==> src/rtl/sid.sv <==
// Shared SID constants and the schedule output bundle for sid_pipe_sched.
// SID_PIPE_SID2_EN selects the dual-SID schedule; otherwise only SID0 runs.
package sid;

    localparam logic [4:0] SCHED_VOICE_FIRST   = 5'd1;
    localparam logic [4:0] SCHED_FILTER0_FIRST = 5'd5;
    localparam logic [4:0] SCHED_FILTER1_FIRST = 5'd13;
`ifdef SID_PIPE_SID2_EN
    localparam logic [4:0] SCHED_LAST = 5'd21;
`else
    localparam logic [4:0] SCHED_LAST = 5'd13;
`endif

    typedef struct packed {
        logic       busy;
        logic       voice_active;
        logic       voice_sid;
        logic [1:0] voice_no;
        logic       capture_valid;
        logic       capture_sid;
        logic [1:0] capture_no;
        logic [1:0] osc3_load;
        logic [1:0] filter_load;
        logic [2:0] filter_stage;
        logic       filter_no;
        logic [1:0] audio_done;
    } sched_t;

endpackage

==> src/rtl/sid_pipe_sched.sv <==
// Cycle scheduler sharing one voice and one filter pipeline across the SIDs.
// Build option SID_PIPE_SID2_EN enables the second SID; default is SID0 only.
module sid_pipe_sched
    import sid::*;
#(
    parameter int FILTER_LEN = 8
) (
    input  logic       clk,
    input  logic       rst_n,
    input  logic       start,
    output logic       busy,
    output logic       overrun,
    output logic       voice_active,
    output logic       voice_sid,
    output logic [1:0] voice_no,
    output logic       capture_valid,
    output logic       capture_sid,
    output logic [1:0] capture_no,
    output logic [1:0] osc3_load,
    output logic [1:0] filter_load,
    output logic [2:0] filter_stage,
    output logic       filter_no,
    output logic [1:0] audio_done
);

    localparam logic [4:0] FLEN     = 5'(FILTER_LEN);
    localparam logic [4:0] OSC0_T   = SCHED_VOICE_FIRST + 5'd3;
    localparam logic [4:0] DONE0_T  = SCHED_FILTER0_FIRST + FLEN;
    // Pass 0 only samples filter_i in stages 0..3, so SID1 may reload after that.
    localparam logic [4:0] FLOAD1_T = SCHED_FILTER0_FIRST + 5'd4;
    localparam logic [4:0] OSC1_T   = SCHED_VOICE_FIRST + 5'd6;
    localparam logic [4:0] DONE1_T  = SCHED_FILTER1_FIRST + FLEN;

    logic [4:0] t_p0;
    logic [4:0] t_nxt;
    sched_t     sched_nxt;
    sched_t     sched_p0;
    logic       overrun_p0;

    // Slot k of the voice feed -> {active, sid, voice number}.
    function automatic logic [3:0] voice_slot(input logic [4:0] k);
        logic [3:0] r;
        r = '0;
        if (k >= 5'd1 && k <= 5'd3)
            r = {1'b1, 1'b0, 2'(k)};
`ifdef SID_PIPE_SID2_EN
        else if (k >= 5'd4 && k <= 5'd6)
            r = {1'b1, 1'b1, 2'(k - 5'd3)};
`endif
        return r;
    endfunction

    function automatic sched_t decode(input logic [4:0] tt);
        sched_t s;
        s = '0;
        s.busy = (tt != 5'd0);
        {s.voice_active, s.voice_sid, s.voice_no} =
            voice_slot(tt - SCHED_VOICE_FIRST + 5'd1);
        {s.capture_valid, s.capture_sid, s.capture_no} =
            voice_slot(tt - SCHED_VOICE_FIRST);
        s.osc3_load[0]   = (tt == OSC0_T);
        s.filter_load[0] = (tt == OSC0_T);
        if (tt >= SCHED_FILTER0_FIRST && tt < DONE0_T)
            s.filter_stage = 3'(tt - SCHED_FILTER0_FIRST);
`ifdef SID_PIPE_SID2_EN
        s.osc3_load[1]   = (tt == OSC1_T);
        s.filter_load[1] = (tt == FLOAD1_T);
        if (tt >= SCHED_FILTER1_FIRST && tt < DONE1_T) begin
            s.filter_stage = 3'(tt - SCHED_FILTER1_FIRST);
            s.filter_no    = 1'b1;
        end
        s.audio_done[0] = (tt == DONE0_T);
        s.audio_done[1] = (tt == DONE1_T);
`else
        s.audio_done = (tt == DONE0_T) ? 2'b11 : 2'b00;
`endif
        return s;
    endfunction

    always_comb begin
        t_nxt = t_p0;
        if (t_p0 == 5'd0) begin
            if (start)
                t_nxt = SCHED_VOICE_FIRST;
        end else if (t_p0 == SCHED_LAST) begin
            t_nxt = 5'd0;
        end else begin
            t_nxt = t_p0 + 5'd1;
        end
        sched_nxt = decode(t_nxt);
    end

    // Stage p0: counter and decoded outputs registered together so they stay aligned.
    always_ff @(posedge clk or negedge rst_n) begin
        if (!rst_n) begin
            t_p0       <= 5'd0;
            sched_p0   <= '0;
            overrun_p0 <= 1'b0;
        end else begin
            t_p0       <= t_nxt;
            sched_p0   <= sched_nxt;
            overrun_p0 <= start && (t_p0 != 5'd0);
        end
    end

    assign busy          = sched_p0.busy;
    assign overrun       = overrun_p0;
    assign voice_active  = sched_p0.voice_active;
    assign voice_sid     = sched_p0.voice_sid;
    assign voice_no      = sched_p0.voice_no;
    assign capture_valid = sched_p0.capture_valid;
    assign capture_sid   = sched_p0.capture_sid;
    assign capture_no    = sched_p0.capture_no;
    assign osc3_load     = sched_p0.osc3_load;
    assign filter_load   = sched_p0.filter_load;
    assign filter_stage  = sched_p0.filter_stage;
    assign filter_no     = sched_p0.filter_no;
    assign audio_done    = sched_p0.audio_done;

endmodule
==> config.mk <==
export PLATFORM = sky130hd
export DESIGN_NAME = sid_pipe_sched
export DESIGN_NICKNAME = d
export VERILOG_FILES = /design/src/rtl/sid.sv /design/src/rtl/sid_pipe_sched.sv
export SDC_FILE = /design/constraint.sdc
export NUM_CORES = 1
export LEC_CHECK = 0
export CAP_MARGIN = 15
export CORE_UTILIZATION = 47
export CTS_BUF_LIST = sky130_fd_sc_hd__clkbuf_8
export CTS_CLUSTER_DIAMETER = 40
export CTS_CLUSTER_SIZE = 30
export DETAILED_ROUTE_END_ITERATION = 6
export PLACE_DENSITY = 0.74
export SKIP_LAST_GASP = 1
export SYNTH_ARGS = -nofsm -noshare
export SYNTH_HDL_FRONTEND = slang
export SYNTH_SLANG_ARGS = --single-unit
export TNS_END_PERCENT = 50
==> constraint.sdc <==
create_clock -name clk -period 2.9 [get_ports clk]
set_clock_uncertainty 0.1 [all_clocks]
set_input_delay 0.58 -clock clk [delete_from_list [all_inputs] [get_ports clk]]
set_output_delay 0.58 -clock clk [all_outputs]
set_load 0.03 [all_outputs]
# ---- Word level (Yosys, flattened, before mapping)
# Index checks and enable logic that the tools add are counted.
dict set report classes {
  n_addsub 4
  n_lt_le_gt_ge 6
  eq_ne 3
  n_mux 7
  n_reduce_logical 7
}
# op count
set ops {}
lappend ops {{two-way mux 5 bit} 3}
lappend ops {{adder 5 x 1 -> 5 bit, second input constant} 2}
lappend ops {{== test 5 x 4 -> 1 bit, second input constant} 2}
lappend ops {{>= comparator 5 x 1 -> 1 bit, second input constant} 2}
lappend ops {{<= comparator 5 x 2 -> 1 bit, second input constant} 2}
lappend ops {{nonzero test 5 bit} 2}
lappend ops {{two-way mux 4 bit} 2}
lappend ops {{== test 5 x 3 -> 1 bit, second input constant} 1}
lappend ops {{>= comparator 5 x 3 -> 1 bit, second input constant} 1}
lappend ops {{logical NOT 5 bit} 1}
lappend ops {{< comparator 5 x 4 -> 1 bit, second input constant} 1}
lappend ops {{subtractor 5 x 1 -> 5 bit, second input constant} 1}
lappend ops {{logical AND 1 bit} 4}
lappend ops {{two-way mux 3 bit} 1}
lappend ops {{subtractor 3 bit, second input constant} 1}
lappend ops {{two-way mux 2 bit} 1}
dict set report totals {
  regBits 21
  input_bits 3
  elab_cells 39
}

# ---- Longest topological paths before layout
dict set report depth {
  ltp_word 8
  depth_mapped 11
  ltp_nobuf 11
}

# ---- Least setup slack after synthesis
# OpenSTA, ideal clock, no wires.
dict set report synth_path {
  path_kind {flip-flop to flip-flop}
  start {register t_p0[0]}
  end {register sched_p0 (netlist bit voice_no[1])}
  setup_ps 111
  arrival_time_ps 2867
  t_required_ps 2689
  slack_ps -179
  path_stages_with_launch 11
  path_buffers 0
  synth_period_minus_slack_ps 3079
  path_cell_list {dfrtp_1 -> inv_1 -> ha_1 -> or3b_1 -> a21o_1 -> a32oi_1 -> ha_1 -> xnor2_1 -> nand3_1 -> a211o_1 -> a2111oi_2}
}
# element line_no
set synth_rtl {}
lappend synth_rtl {{start, declared} sid_pipe_sched.sv:34} ;# logic [4:0] t_p0;
lappend synth_rtl {{start signal, assigned} sid_pipe_sched.sv:100} ;# t_p0 <= t_nxt;
lappend synth_rtl {{end signal, assigned} sid_pipe_sched.sv:101} ;# sched_p0 <= sched_nxt;
lappend synth_rtl {{end, declared} sid_pipe_sched.sv:37} ;# sched_t sched_p0;

==> impl_metrics.toml <==
[worst_setup_path]
crit_required_ns = 2.94
worstReg2RegEnd = "voice_no[1]"
crit_type = "flop to flop"
worstSetupEndpointType = "flop"
slowest_delay_ns = 0.40
r2r_slack_ns = 0.03
path_common_cell = "ha_4"
reg2regPathDepth = 10
r2r-start = "t_p0[1]"
worstPathArrival_ns = 2.92
critPathLaunchType = "flop"
critPathMaxFanout = 4
crit_chain = "inv_2 > ha_4 > or3b_4 > a21o_1 > a32oi_4 > ha_4 > xnor2_2 > nand3_1 > a211o_1 > a2111oi_2"
critPathSlowestCell = "dfrtp_1"

[placed_design]
gp_congestion = 0.9153
dp_cells = 157
io_buffer_count = 17
dp.final_hpwl_um = 1657

[floorplanning]
dieHeight_um = 50.62
coreArea_um2 = 2212
start_util = 0.5023
dieArea_um2 = 2562
die_w_um = 50.62
num_io_pins = 23
num_rows = 17

[timing]
fmax_mhz = 348.0
relSlewSlack = 0.4775
slew_violations = 0
hold_viol_final = 0
min_period_ns = 2.874
timing.final.setup_violations = 0
tightest_slew_ns = 0.7813
period_share = 0.9909

[final_layout]
layoutNonFillerInstCount = 164
diodes = 0
area_growth_pct = 34.91
nets = 148
drive_gt1_frac = 0.2500
fill_cells = 165

[logic_synthesis]
synth_enable_flop_cells = 0
ys.flop_type = "dfrtp_1"
netlist_area_um2 = 1111
ys_seq_area_frac = 0.4054
ys_async_sr_fraction = 1.000
synth.avg_cell_area_um2 = 10.10
ys_ff_latch = 18
syn-instance-count = 110
yosysWarnings = 0
synth_cell_type_count = 42

[routing]
dr.first_iter.drc_count = 46
dr_total_vias = 945
wirelength_um = 2479
wire_per_inst_um = 15.12
drcViolationCount = 0
dr.pass1.iters = 4
ant_nets = 0
routed_via_density = 5.762

[status]
status = "completed"

[grt]
antenna_found_initial = 0
grt_pass1_wl_um = 3663
grt_max_degree = 19
grt_usage = 0.1921
grt_pass1_vias = 813
gr-total-overflow = 0

[clock_network]
cts.path.max_buffers = 2
cts_hold_buf = 0
cts_buffers = 3
cts_root_buffer = "clkbuf_8"
htreeDepth = 1
clock_sinks = 18
clk_pin_slew_ns = 0.07
cts_tree = "done"
clk_latency_ns = 0.25

[worst_hold_path]
worstHoldEndpoint = "t_p0[0]"
min-delay-start = "t_p0[0]"
whs_path_depth = 2
hp-class = "flop to flop"

[job]
max-cap-violations = 0
-- final cells by class --
class	instances	area, µm²	area share
clock buffer	4	55.05	0.03673
timing repair buffer	27	249.0	0.1661
sequential	18	450.4	0.3005
multi-input combinational	78	673.1	0.4491
tap	28	35.03	0.02337
inverter	9	36.28	0.02421
-- what timing repair did --
| item | in CTS | in global routing |
|---|---|---|
| gates resized for setup | 0 | 13 |
| setup endpoints to repair | 0 | 6 |
| buffers inserted | 0 | 3 |
-- logic make-up after synthesis --
kind of cell / count (synthesis) / share of synthesized area
AO/OA/AOI/OAI: 21 / 0.1622
XOR/XNOR: 4 / 0.03154
adder cells (fa/ha/maj): 8 / 0.09009
buffers and inverters: 18 / 0.1002
flip-flops: 18 / 0.4054
multiplexers: 1 / 0.009009
other: 1 / 0.003375
AND/OR/NAND/NOR: 39 / 0.1982
-- worst max-delay path by stage --
| stage | from | end | slack (ns) | depth (start not counted) |
|---|---|---|---|---|
| floorplan | t_p0[0] | voice_no[1] | 0.004 | 10 |
| global placement | t_p0[1] | voice_no[1] | 0.12 | 10 |
| detailed placement | t_p0[1] | voice_no[1] | 0.06 | 10 |
| CTS | t_p0[1] | voice_no[1] | 0.02 | 10 |
| global route | t_p0[1] | voice_no[1] | -0.05 | 10 |
| finish | t_p0[1] | voice_no[1] | 0.03 | 10 |
-- cell usage in the layout (no fill, tap or decap), types with 2 or more instances in the layout --
master	Yosys	final
a211oi_1	2	2
buf_4	7	9
clkbuf_8	0	4
clkdlybuf4s50_1	0	17
conb_1	1	5
dfrtp_1	18	18
ha_1	8	5
ha_4	0	3
inv_1	7	6
inv_2	1	2
nand2_1	3	3
nand2b_1	3	3
nand3_1	7	7
nor2_1	8	8
nor3_1	9	8
o21ai_0	4	4
xnor2_2	0	2
-- stage by stage --
step                area (µm²)  utilization  hold slack (ns)  TNS [ns]  setup WS (ns)
detailed placement        1343       0.6069           0.5576         0        0.05922
CTS                       1398       0.6318           0.5688         0        0.01897
finish                    1499       0.6776           0.5763         0        0.02635
global route              1499       0.6776           0.6075  -0.08802       -0.05057
global placement          1343       0.6069           0.5375         0         0.1230
floorplan                 1160            -           0.1844         0       0.003503
-- worst max-delay path, delay by kind of cell (launching register included) --
family	cells	cell delay, ns
XOR/XNOR	1	0.13
adder cells (fa/ha/maj)	2	0.36
AO/OA/AOI/OAI	4	1.18
flip-flops	1	0.40
buffers and inverters	1	0.08
AND/OR/NAND/NOR	2	0.51
-- cell usage after synthesis, types with 2 or more instances --
| master | n | area share |
|---|---|---|
| dfrtp_1 | 18 | 0.41 |
| nor3_1 | 9 | 0.041 |
| ha_1 | 8 | 0.090 |
| nor2_1 | 8 | 0.027 |
| buf_4 | 7 | 0.047 |
| inv_1 | 7 | 0.024 |
| nand3_1 | 7 | 0.032 |
| o21ai_0 | 4 | 0.018 |
| nand2_1 | 3 | 0.010 |
| nand2b_1 | 3 | 0.017 |
| xnor2_1 | 3 | 0.024 |
| a211oi_1 | 2 | 0.014 |
| buf_6 | 2 | 0.020 |
-- state kept, by name (all words and copies together), names as in the netlist --
signal / count
voice_active: 1
filter_stage: 3
capture_valid: 1
t_p0: 5
filter_load: 1
busy: 1
capture_no: 2
overrun: 1
audio_done: 1
voice_no: 2
-- metal layers --
layer,global-route usage,share of wire
met1,0.2481,0.42
met2,0.3022,0.49
met3,0.03333,0.063
met4,0.1065,0.021
met5,0,0
Power is left out: the tool's default activity adds up to more than one toggle a clock period on the data nets, which glitch-free logic cannot reach.
